## config.mk

```make
export PLATFORM = sky130hd
export DESIGN_NAME = l2_rr_arbiter
export DESIGN_NICKNAME = d
export VERILOG_FILES = /design/src/rtl/l2_rr_arbiter.sv
export SDC_FILE = /design/constraint.sdc
export NUM_CORES = 1
export LEC_CHECK = 0
export CAP_MARGIN = 10
export CELL_PAD_IN_SITES_DETAIL_PLACEMENT = 0
export CELL_PAD_IN_SITES_GLOBAL_PLACEMENT = 1
export CORE_AREA = 5 5 283 285
export DETAILED_ROUTE_END_ITERATION = 7
export DIE_AREA = 0 0 288 290
export PLACE_DENSITY = 0.49
export SYNTH_ARGS = -nofsm -noshare
export SYNTH_HDL_FRONTEND = slang
export SYNTH_SLANG_ARGS = --single-unit
```

## constraint.sdc

```tcl
create_clock -name clk -period 4.3 [get_ports clk]
set_input_delay 0.86 -clock clk [delete_from_list [all_inputs] [get_ports clk]]
set_output_delay 0.86 -clock clk [all_outputs]
set_load 0.1 [all_outputs]
```

## src/rtl/l2_rr_arbiter.sv

```systemverilog
// l2_rr_arbiter: round-robin arbiter of NUM_CH L1 miss ports onto a single L2 port
//   clk, rst                    clock, synchronous active-high reset
//   ch_address_i, ch_wdata_i    per-channel address / write burst, channel i at slice i
//   ch_read_i, ch_write_i       per-channel request, held until ch_resp_o
//   ch_resp_o                   one-cycle completion pulse to the granted channel
//   ch_rdata_o                  unregistered broadcast of l2_rdata_i
//   l2_address_o, l2_wdata_o    address / burst to L2, latched at grant
//   l2_read_o, l2_write_o       registered strobes to L2
//   l2_resp_i, l2_rdata_i       single-cycle L2 completion and read burst
//   ch_svc_count_o              saturating completed-transaction count per channel
module l2_rr_arbiter #(
    parameter int NUM_CH  = 2,
    parameter int ADDR_W  = 16,
    parameter int BURST_W = 128,
    parameter int CNT_W   = 16
) (
    input  logic                      clk,
    input  logic                      rst,
    input  logic [NUM_CH*ADDR_W-1:0]  ch_address_i,
    input  logic [NUM_CH-1:0]         ch_read_i,
    input  logic [NUM_CH-1:0]         ch_write_i,
    input  logic [NUM_CH*BURST_W-1:0] ch_wdata_i,
    output logic [NUM_CH-1:0]         ch_resp_o,
    output logic [BURST_W-1:0]        ch_rdata_o,
    output logic [ADDR_W-1:0]         l2_address_o,
    output logic                      l2_read_o,
    output logic                      l2_write_o,
    output logic [BURST_W-1:0]        l2_wdata_o,
    input  logic                      l2_resp_i,
    input  logic [BURST_W-1:0]        l2_rdata_i,
    output logic [NUM_CH*CNT_W-1:0]   ch_svc_count_o
);
    localparam int IW = $clog2(NUM_CH);
    typedef enum logic [1:0] {IDLE, BUSY, RELEASE} state_t;
    state_t             state_q, state_d;
    logic [IW-1:0]      last_q, last_d, gnt_q, gnt_d, pick;
    logic [ADDR_W-1:0]  addr_q, addr_d;
    logic [BURST_W-1:0] wdata_q, wdata_d;
    logic               rd_q, rd_d, wr_q, wr_d, found;
    logic [NUM_CH-1:0]  req;
    logic [CNT_W-1:0]   cnt_q [NUM_CH];
    logic [CNT_W-1:0]   cnt_d [NUM_CH];
    int                 idx;
    // Search starts just after the last served channel, wrapping modulo NUM_CH.
    always_comb begin
        req = ch_read_i | ch_write_i;
        pick = '0;
        found = 1'b0;
        idx = 0;
        for (int k = 1; k <= NUM_CH; k++) begin
            idx = int'(last_q) + k;
            idx = (idx >= NUM_CH) ? idx - NUM_CH : idx;
            if (!found && req[idx]) begin
                found = 1'b1;
                pick = IW'(idx);
            end
        end
    end
    always_comb begin
        state_d = state_q;
        last_d = last_q;
        gnt_d = gnt_q;
        addr_d = addr_q;
        wdata_d = wdata_q;
        rd_d = rd_q;
        wr_d = wr_q;
        cnt_d = cnt_q;
        case (state_q)
            IDLE: if (found) begin
                gnt_d = pick;
                addr_d = ch_address_i[int'(pick)*ADDR_W +: ADDR_W];
                wdata_d = ch_wdata_i[int'(pick)*BURST_W +: BURST_W];
                wr_d = ch_write_i[pick];
                rd_d = ~ch_write_i[pick];
                state_d = BUSY;
            end
            BUSY: if (l2_resp_i) begin
                rd_d = 1'b0;
                wr_d = 1'b0;
                last_d = gnt_q;
                cnt_d[gnt_q] = cnt_q[gnt_q] + CNT_W'(~&cnt_q[gnt_q]);
                state_d = RELEASE;
            end
            default: state_d = IDLE;
        endcase
    end
    always_ff @(posedge clk) begin
        if (rst) begin
            state_q <= IDLE;
            last_q <= IW'(NUM_CH - 1);
            gnt_q <= '0;
            addr_q <= '0;
            wdata_q <= '0;
            rd_q <= 1'b0;
            wr_q <= 1'b0;
            cnt_q <= '{default: '0};
        end else begin
            state_q <= state_d;
            last_q <= last_d;
            gnt_q <= gnt_d;
            addr_q <= addr_d;
            wdata_q <= wdata_d;
            rd_q <= rd_d;
            wr_q <= wr_d;
            cnt_q <= cnt_d;
        end
    end
    always_comb begin
        ch_resp_o = '0;
        if (!rst && state_q == BUSY && l2_resp_i) ch_resp_o[gnt_q] = 1'b1;
    end
    assign ch_rdata_o = l2_rdata_i;
    assign l2_address_o = addr_q;
    assign l2_wdata_o = wdata_q;
    assign l2_read_o = rd_q;
    assign l2_write_o = wr_q;
    for (genvar i = 0; i < NUM_CH; i++) begin : g_cnt
        assign ch_svc_count_o[i*CNT_W +: CNT_W] = cnt_q[i];
    end
endmodule

```

==> results_dict.tcl, run 1 <==
set metrics [dict create \
    status "finished clean" \
    grt_max_degree 150 \
    vias 8307 \
    worstSetupPathType "input port to primary output" \
    power_density_mw_per_mm2 408 \
    worstSetupEndpointType "primary output" \
    clock-sinks 182 \
    fin_setup_tns_ns 0 \
    fin_nets 1743 \
    dr.max_layer_used "met4" \
    syn2layout_area_growth_pct 58.3 \
    setup_viol 0 \
    postCtsResizedCells 0 \
    cts_inserted_buffers 17 \
    synth_area_mm2 0.00937 \
    critPathLaunchType "input port" \
    die_width_um 288 \
    start_util_pct 12.2 \
    syn_nets 1439 \
    gp_congestion 0.762 \
    slew_headroom_pct 23.7 \
    reg2reg_to "ch_svc_count_o[30]" \
    fillers 8602 \
    peakVddDrop_v 0.000236 \
    cap_violations 0 \
    fin_util_pct 19.2 \
    max_freq_mhz 308 \
    drtIter0Drc 298 \
    syn-instance-count 1013 \
    rows 102 \
    synthDistinctLibCells 50 \
    reg2reg_slack_ns 1.16 \
    timing.rr.start "gnt_q" \
    cp.arrival_ns 2.39 \
    routed_wl_mm 40.2 \
    min_from "l2_wdata_o[121]" \
    antenna_found_initial 1 \
    path_clk_slew_ns 0.06 \
    dr.pass1.iters 4 \
    grt-ovfl-total 0 \
    async_flop_share_pct 0 \
    ctsHtreeMaxLevel 4 \
    die_height_um 290 \
    routed_via_density 3.51 \
    finalCritPeriodShare_pct 75.6 \
    antenna_left 0 \
    critPathBufInv 3 \
    hpwlAfterDp_mm 31.3 \
    track_usage_pct 9.21 \
    holdPathStages 2 \
    ys_ff_latch 182 \
    critPathMaxStageDelay_ns 0.54 \
    fp.coreArea_mm2 0.0771 \
    dr_wl_met2_mm 19.4 \
    tightestPinTransition_ns 1.14 \
    ys_warn_count 0 \
    ios 731 \
    numPlacedInstances 2338 \
    yosysSeqAreaShare_pct 38.9 \
    synth.avg_cell_area_um2 9.25 \
    crit_required_ns 3.44 \
    drive_above_1_share_pct 5.50 \
    cts_tree "done" \
    p_leak_nw 5.20 \
    cpMaxStageDelayCell "clkdlybuf4s50_1" \
    grt_pass1_vias 8631 \
    antennaDiodeCount 0 \
    cts.path.max_buffers 2 \
    ff2ff_path_depth 10 \
    crit_family "buffers and inverters" \
    met3WireLength_mm 3.78 \
    cts_hold_buffers 0 \
    dieArea_mm2 0.0835 \
    clock_skew_ns 0.0191 \
    root_buffer "clkbuf_16" \
    layout.cells.non_filler 2367 \
    hp-class "flip-flop to flip-flop" \
    path_cells "clkdlybuf4s50_1 > and3b_1 > nand2_1 > or2_2 > inv_1 > buf_12" \
    finalHoldViolCount 0 \
    rsz0062_at_grt "no" \
    fin_crit_ns 3.25 \
    min_to "l2_wdata_o[121]" \
    postCtsSetupBuffers 0 \
    avgRoutedWirePerCell_um 17.0 \
    drt-met1-wl_mm 15.6 \
    cp_max_fo 4 \
    portBuffers 474 \
    finalMaxSlewViolations 0 \
    synth_edf_count 0 \
    clk_latency_ns 0.48 \
    grt_pass1_wl_mm 57.8 \
    drc 0 \
    synth_flop_cell "dfxtp_1" \
]
-- how the worst max path moves through the flow --
| stage | slack, ns | startpoint | end | cells after the start |
|---|---|---|---|---|
| floorplan | 1.14 | l2_resp_i | ch_resp_o[1] | 6 |
| global placement | 1.05 | l2_resp_i | ch_resp_o[1] | 6 |
| detailed placement | 1.06 | l2_resp_i | ch_resp_o[1] | 6 |
| CTS | 1.06 | l2_resp_i | ch_resp_o[1] | 6 |
| global route | 0.89 | gnt_q | ch_svc_count_o[30] | 10 |
| finish | 1.05 | l2_resp_i | ch_resp_o[1] | 6 |
-- cells in the final DEF (no fill, tap or decap), types with 3 or more instances in the layout --
master | Yosys | final
inv_1 | 5 | 5
a211oi_1 | 136 | 136
a211oi_2 | 11 | 10
buf_4 | 139 | 12
nor2b_1 | 9 | 9
dfxtp_1 | 182 | 182
a21oi_1 | 17 | 16
o22ai_1 | 3 | 3
o21ai_0 | 12 | 12
or4_1 | 6 | 6
o31ai_1 | 6 | 6
clkdlybuf4s50_1 | 0 | 471
nor2_1 | 167 | 167
nor3_1 | 4 | 4
clkbuf_16 | 0 | 17
nand2_1 | 14 | 14
nor4_1 | 7 | 7
nand3b_1 | 9 | 9
nand3_1 | 11 | 11
clkinv_2 | 0 | 3
and3_1 | 4 | 4
xor2_1 | 4 | 4
buf_12 | 0 | 7
or3_1 | 3 | 3
mux2i_1 | 148 | 148
mux2_2 | 11 | 11
nand4_1 | 4 | 4
ha_1 | 3 | 3
clkbuf_8 | 0 | 3
and3b_1 | 6 | 6
-- registers in the layout, summed over array words and instances, names as in the netlist --
| name | flops |
|---|---|
| ch_svc_count_o | 32 |
| state_q | 2 |
| last_q | 1 |
| l2_wdata_o | 128 |
| l2_read_o | 1 |
| l2_address_o | 16 |
| l2_write_o | 1 |
| gnt_q | 1 |
-- metrics by stage --
stage               hold slack [ns]  worst slack [ns]  total power [mW]  cell area, um2
detailed placement            0.490              1.06              4.54           14300
finish                        0.495              1.05              6.06           14800
CTS                           0.499              1.06              6.21           14800
global route                  0.509             0.892              6.36           14800
floorplan                     0.481              1.14              4.30            9370
global placement              0.484              1.05              4.53           14300
-- worst min-delay path, delay by kind of cell, from the launching register on --
family / cells / cell delay [ns]
simple gates: 1 / 0.09
flops: 1 / 0.31
compound gates: 1 / 0.05
-- cells in the mapped netlist (12+ instances only) --
library cell	count	area, um2
dfxtp_1	182	3640
nor2_1	167	627
mux2i_1	148	1480
buf_4	139	1040
a211oi_1	136	1020
clkbuf_1	37	139
a21oi_1	17	85.1
buf_1	15	56.3
nand2_1	14	52.6
o21ai_0	12	60.1
-- logic make-up (layout without fill, tap and decap cells) --
kind of cell             after synthesis  in the layout  synth area share, %
AO/OA/AOI/OAI                        197            197                 15.6
XOR/XNOR                               5              5                0.467
adder cells (fa/ha/maj)                3              3                0.401
buffers and inverters                211            525                 14.7
flip-flops                           182            182                 38.9
multiplexers                         161            161                 17.4
AND/OR/NAND/NOR                      254            254                 12.6
-- where the power goes --
part	leakage (nW)	switching, mW	total [mW]	internal, mW
sequential	1.51	0.0946	1.96	1.86
clock	0.272	0.754	1.59	0.837
combinational	3.42	1.76	2.51	0.755
total	5.20	2.61	6.06	3.45
-- metal layers --
metal  track usage, %  up-vias
li1                 -     4109
met1             10.1     3779
met2             15.5      341
met3             3.81       78
met4             4.21        0
met5                0        -
-- cell type report --
type	instances	area, um2	area share [%]
clock buffers	22	474	3.20
clock inverters	7	71.3	0.481
inverters	5	18.8	0.126
multi-input cells	620	4370	29.5
flip-flops and latches	182	3640	24.6
well taps	1040	1300	8.77
repair buffers	491	4960	33.4
(Power assumes the default switching activity.)
==> run 2, diff against run 1 <==
- CORE_AREA: 5 5 283 285 -> 5 5 278 280
- DIE_AREA: 0 0 288 290 -> 0 0 283 285
- PLACE_DENSITY: 0.49 -> 0.51
- clock period: 4.3 -> 3 ns (I/O delays scaled with it)
==> results_dict.tcl, run 2 (same netlist as run 1, synthesis figures left out) <==
set metrics [dict create \
    rsz0062_at_grt "no" \
    dr_wl_met2_mm 19.5 \
    layout.cells.non_filler 2331 \
    antenna_found_initial 2 \
    die_width_um 283 \
    worstSetupEndpointType "flip-flop" \
    timing.rr.start "gnt_q" \
    critPathMaxStageDelay_ns 0.39 \
    grt_pass1_wl_mm 58.1 \
    grt_pass1_vias 8857 \
    rows 100 \
    finalCritPeriodShare_pct 90.0 \
    p_total_mw 8.70 \
    whs_ns 0.498 \
    worstSetupPathType "flip-flop to flip-flop" \
    ctsHtreeMaxLevel 4 \
    routed_via_density 3.64 \
    portBuffers 474 \
    status "finished clean" \
    antennaDiodeCount 0 \
    dr.pass1.iters 4 \
    cts_hold_buffers 0 \
    dieArea_mm2 0.0807 \
    die_height_um 285 \
    drt-met1-wl_mm 15.8 \
    cap_violations 0 \
    mostFrequentLayoutCell "clkdlybuf4s50_1" \
    setup_viol 0 \
    final_cell_mix "clkdlybuf4s50_1, buf_4, dfxtp_1" \
    finalMaxSlewViolations 0 \
    fp.coreArea_mm2 0.0742 \
    cp_max_fo 10 \
    fillers 8195 \
    avgRoutedWirePerCell_um 17.1 \
    hpwlAfterDp_mm 31.7 \
    cpMaxStageDelayCell "dfxtp_1" \
    finalInstanceArea_mm2 0.0147 \
    max_freq_mhz 371 \
    finalHoldViolCount 0 \
    cp.arrival_ns 3.07 \
    peakVddDrop_v 0.000338 \
    cp_common_cell "ha_1" \
    cts.path.max_buffers 2 \
    hp-class "input port to flip-flop" \
    drc 0 \
    postCtsResizedCells 0 \
    numPlacedInstances 2299 \
    reg2reg_slack_ns 0.30 \
    cts_tree "done" \
    drive_above_1_share_pct 21.0 \
    dpl_cell_area_mm2 0.0141 \
    tightestPinTransition_ns 0.732 \
    cts_inserted_buffers 17 \
    largest_reg_flops 128 \
    grt-ovfl-total 0 \
    fin_crit_ns 2.70 \
    critPathBufInv 1 \
    drtIter0Drc 297 \
    antenna_left 0 \
    start_util_pct 12.6 \
    vias 8482 \
    dr.max_layer_used "met5" \
    track_usage_pct 9.49 \
    critPathLaunchType "flip-flop" \
    gp_congestion 0.769 \
    power_density_mw_per_mm2 594 \
    crit_family "simple AND/OR/NAND/NOR gates" \
    routed_wl_mm 39.9 \
    path_cells "buf_4 > and4_1 > o21ai_0 > nor2_1 > nand3_1 > ha_1 > ha_1 > o211ai_1 > nor4_1 > mux2_2" \
    ios 731 \
    fin_nets 1775 \
    met3WireLength_mm 3.31 \
    p_leak_nw 5.67 \
    startpoint "gnt_q" \
    grt_max_degree 136 \
    root_buffer "clkbuf_16" \
    slew_headroom_pct 51.2 \
    fin_setup_tns_ns 0 \
    syn2layout_area_growth_pct 56.3 \
    clk_latency_ns 0.48 \
    path_clk_slew_ns 0.08 \
    crit_required_ns 3.38 \
    min_from "rst" \
    clock_skew_ns 0.0102 \
    postCtsSetupBuffers 0 \
    clock-sinks 182 \
]
[run 2: final cells by class]
| type | instances | area [um2] | share of cell area [%] |
|---|---|---|---|
| clock buffers | 20 | 447 | 3.05 |
| well taps | 969 | 1210 | 8.28 |
| multi-input cells | 620 | 4370 | 29.8 |
| inverters | 5 | 18.8 | 0.128 |
| repair buffers | 523 | 4840 | 33.0 |
| clock inverters | 12 | 119 | 0.811 |
| flip-flops and latches | 182 | 3640 | 24.9 |
[run 2: metal layers]
layer  up-vias  GRT usage (%)
li1       4168              -
met5         -              0
met4         4           4.27
met2       365           16.1
met1      3869           10.4
met3        76           3.91
[run 2: worst paths after layout]
check	end	depth (start not counted)
worst max-delay path	ch_svc_count_o[30]	10
worst max register to register	ch_svc_count_o[30]	10
worst min-delay path	ch_svc_count_o[20]	3
worst min register to register	l2_address_o[5]	2
[run 2: per-stage QoR]
| stage | util, % | setup WS (ns) |
|---|---|---|
| 2_1_floorplan | - | 0.182 |
| 3_3_place_gp | 19.0 | 0.302 |
| 3_5_place_dp | 19.0 | 0.262 |
| 4_1_cts | 19.7 | 0.281 |
| 5_1_grt | 19.7 | 0.123 |
| 6_report | 19.7 | 0.301 |
[run 2: worst min-delay path, cell delays in order]
cell     delay (ns)
buf_6          0.10
or2_2          0.14
o21ai_0        0.08
[run 2: power breakdown]
part	switching (mW)	internal, mW
clock network	1.13	1.18
registers	0.140	2.67
logic	2.54	1.05
==> run 3, diff against run 2 <==
- MAX_ROUTING_LAYER: not set -> met4
==> results_dict.tcl, run 3 (same netlist as run 1, synthesis figures left out) <==
set metrics [dict create \
    final_cell_mix "clkdlybuf4s50_1, buf_4, dfxtp_1" \
    cts_inserted_buffers 17 \
    postCtsResizedCells 0 \
    root_buffer "clkbuf_16" \
    reg2reg_to "ch_svc_count_o[30]" \
    ff2ff_path_depth 10 \
    critPathLaunchType "flip-flop" \
    peakVddDrop_v 0.000335 \
    cts_hold_buffers 0 \
    worstSetupPathType "flip-flop to flip-flop" \
    drtIter0Drc 260 \
    p_sw_mw 3.81 \
    finalHoldViolCount 0 \
    path_clk_slew_ns 0.08 \
    crit_cells 10 \
    hp-class "input port to flip-flop" \
    cp_max_fo 10 \
    dr.pass1.iters 7 \
    hpwlAfterDp_mm 31.7 \
    power_frac_clock_pct 26.5 \
    portBuffers 474 \
    startpoint "gnt_q" \
    grt_pass1_wl_mm 58.0 \
    grt-ovfl-total 0 \
    syn2layout_area_growth_pct 56.4 \
    critPathCapture "ch_svc_count_o[30]" \
    combPwrFrac_pct 41.3 \
    cp_common_cell "ha_1" \
    critPathBufInv 1 \
    gp_congestion 0.780 \
    fillers 8197 \
    drc 0 \
    routed_wl_mm 40.0 \
    die_width_um 283 \
    largest_reg_flops 128 \
    cts.path.max_buffers 2 \
    critPathMaxStageDelay_ns 0.39 \
    p_seq_share_pct 32.3 \
    path_cells "buf_4 > and4_1 > o21ai_0 > nor2_1 > nand3_1 > ha_1 > ha_1 > o211ai_1 > nor4_1 > mux2_2" \
    finalCritPeriodShare_pct 90.3 \
    rsz0062_at_grt "no" \
    cap_violations 0 \
    start_util_pct 12.6 \
    cpMaxStageDelayCell "dfxtp_1" \
    mostFrequentLayoutCell "clkdlybuf4s50_1" \
    ctsHtreeMaxLevel 4 \
    crit_required_ns 3.37 \
    die_height_um 285 \
    vias 8522 \
    p_leak_nw 5.67 \
    p_total_mw 8.70 \
    antenna_found_initial 2 \
    cp.arrival_ns 3.08 \
    power_density_mw_per_mm2 594 \
    fin_crit_ns 2.71 \
    internal_power_mw 4.89 \
    postCtsSetupBuffers 0 \
    slew_headroom_pct 51.1 \
    ios 731 \
    setup_viol 0 \
    avgRoutedWirePerCell_um 17.1 \
    antenna_left 0 \
    drive_above_1_share_pct 21.0 \
    fp.coreArea_mm2 0.0742 \
    dieArea_mm2 0.0807 \
    crit_family "simple AND/OR/NAND/NOR gates" \
    worstSetupEndpointType "flip-flop" \
    grt_pass1_vias 8869 \
    clk_latency_ns 0.48 \
    max_freq_mhz 369 \
    fin_setup_tns_ns 0 \
    rows 100 \
    grt_max_degree 136 \
    clock_skew_ns 0.00975 \
    netSwitchingFraction_pct 43.8 \
    finalMaxSlewViolations 0 \
    reg2reg_slack_ns 0.29 \
    tightestPinTransition_ns 0.733 \
    cts_tree "done" \
    timing.rr.start "gnt_q" \
    clock-sinks 182 \
    fin_nets 1775 \
    status "finished clean" \
    track_usage_pct 9.78 \
    routed_via_density 3.65 \
]
## run 3: cell type report
class	instances	area, um2	area share, %
clock buffers	20	447	3.05
diodes	3	7.51	0.0512
multi-input cells	620	4370	29.8
clock inverters	12	119	0.811
inverters	5	18.8	0.128
well taps	969	1210	8.27
flip-flops and latches	182	3640	24.9
repair buffers	523	4840	33.0
## run 3: worst min path at each step
stage,start,depth (start not counted),to,slack (ns)
final,rst,3,ch_svc_count_o[21],0.50
after global routing,rst,3,ch_svc_count_o[20],0.48
after CTS,rst,3,ch_svc_count_o[21],0.45
after detailed placement,l2_wdata_o[107],2,l2_wdata_o[107],0.49
after global placement,l2_wdata_o[17],2,l2_wdata_o[17],0.49
after floorplan,last_q,2,last_q,0.48
## run 3: through the flow
stage               util (%)  std cells  hold WS [ns]  setup slack, ns  instance area, um2
floorplan                  -       1013         0.481            0.182                9370
global placement        19.0       2299         0.486            0.302               14100
detailed placement      19.0       2299         0.492            0.262               14100
CTS                     19.7       2331         0.446            0.281               14700
global route            19.8       2333         0.478            0.123               14700
finish                  19.8       2334         0.500            0.292               14700
## run 3: per-layer routing
layer | GRT usage (%) | routed length, um | vias up
met2 | 16.1 | 19500 | 372
met5 | - | 0 | -
met1 | 10.6 | 16100 | 3890
met3 | 3.70 | 3130 | 81
met4 | 4.27 | 1330 | 0
li1 | - | - | 4179
## run 3: power by group through the flow
stage | Sequential [mW] | Combinational (mW) | Clock (mW)
2_1_floorplan | 4.60 | 1.56 | 0
3_3_place_gp | 2.86 | 3.62 | 0
3_5_place_dp | 2.86 | 3.63 | 0
4_1_cts | 2.81 | 3.64 | 2.46
5_1_grt | 2.84 | 3.76 | 2.53
6_report | 2.81 | 3.59 | 2.30
## run 3: worst min-delay path, stage by stage
cell     delay (ns)
buf_6          0.10
or2_2          0.14
o21ai_0        0.08
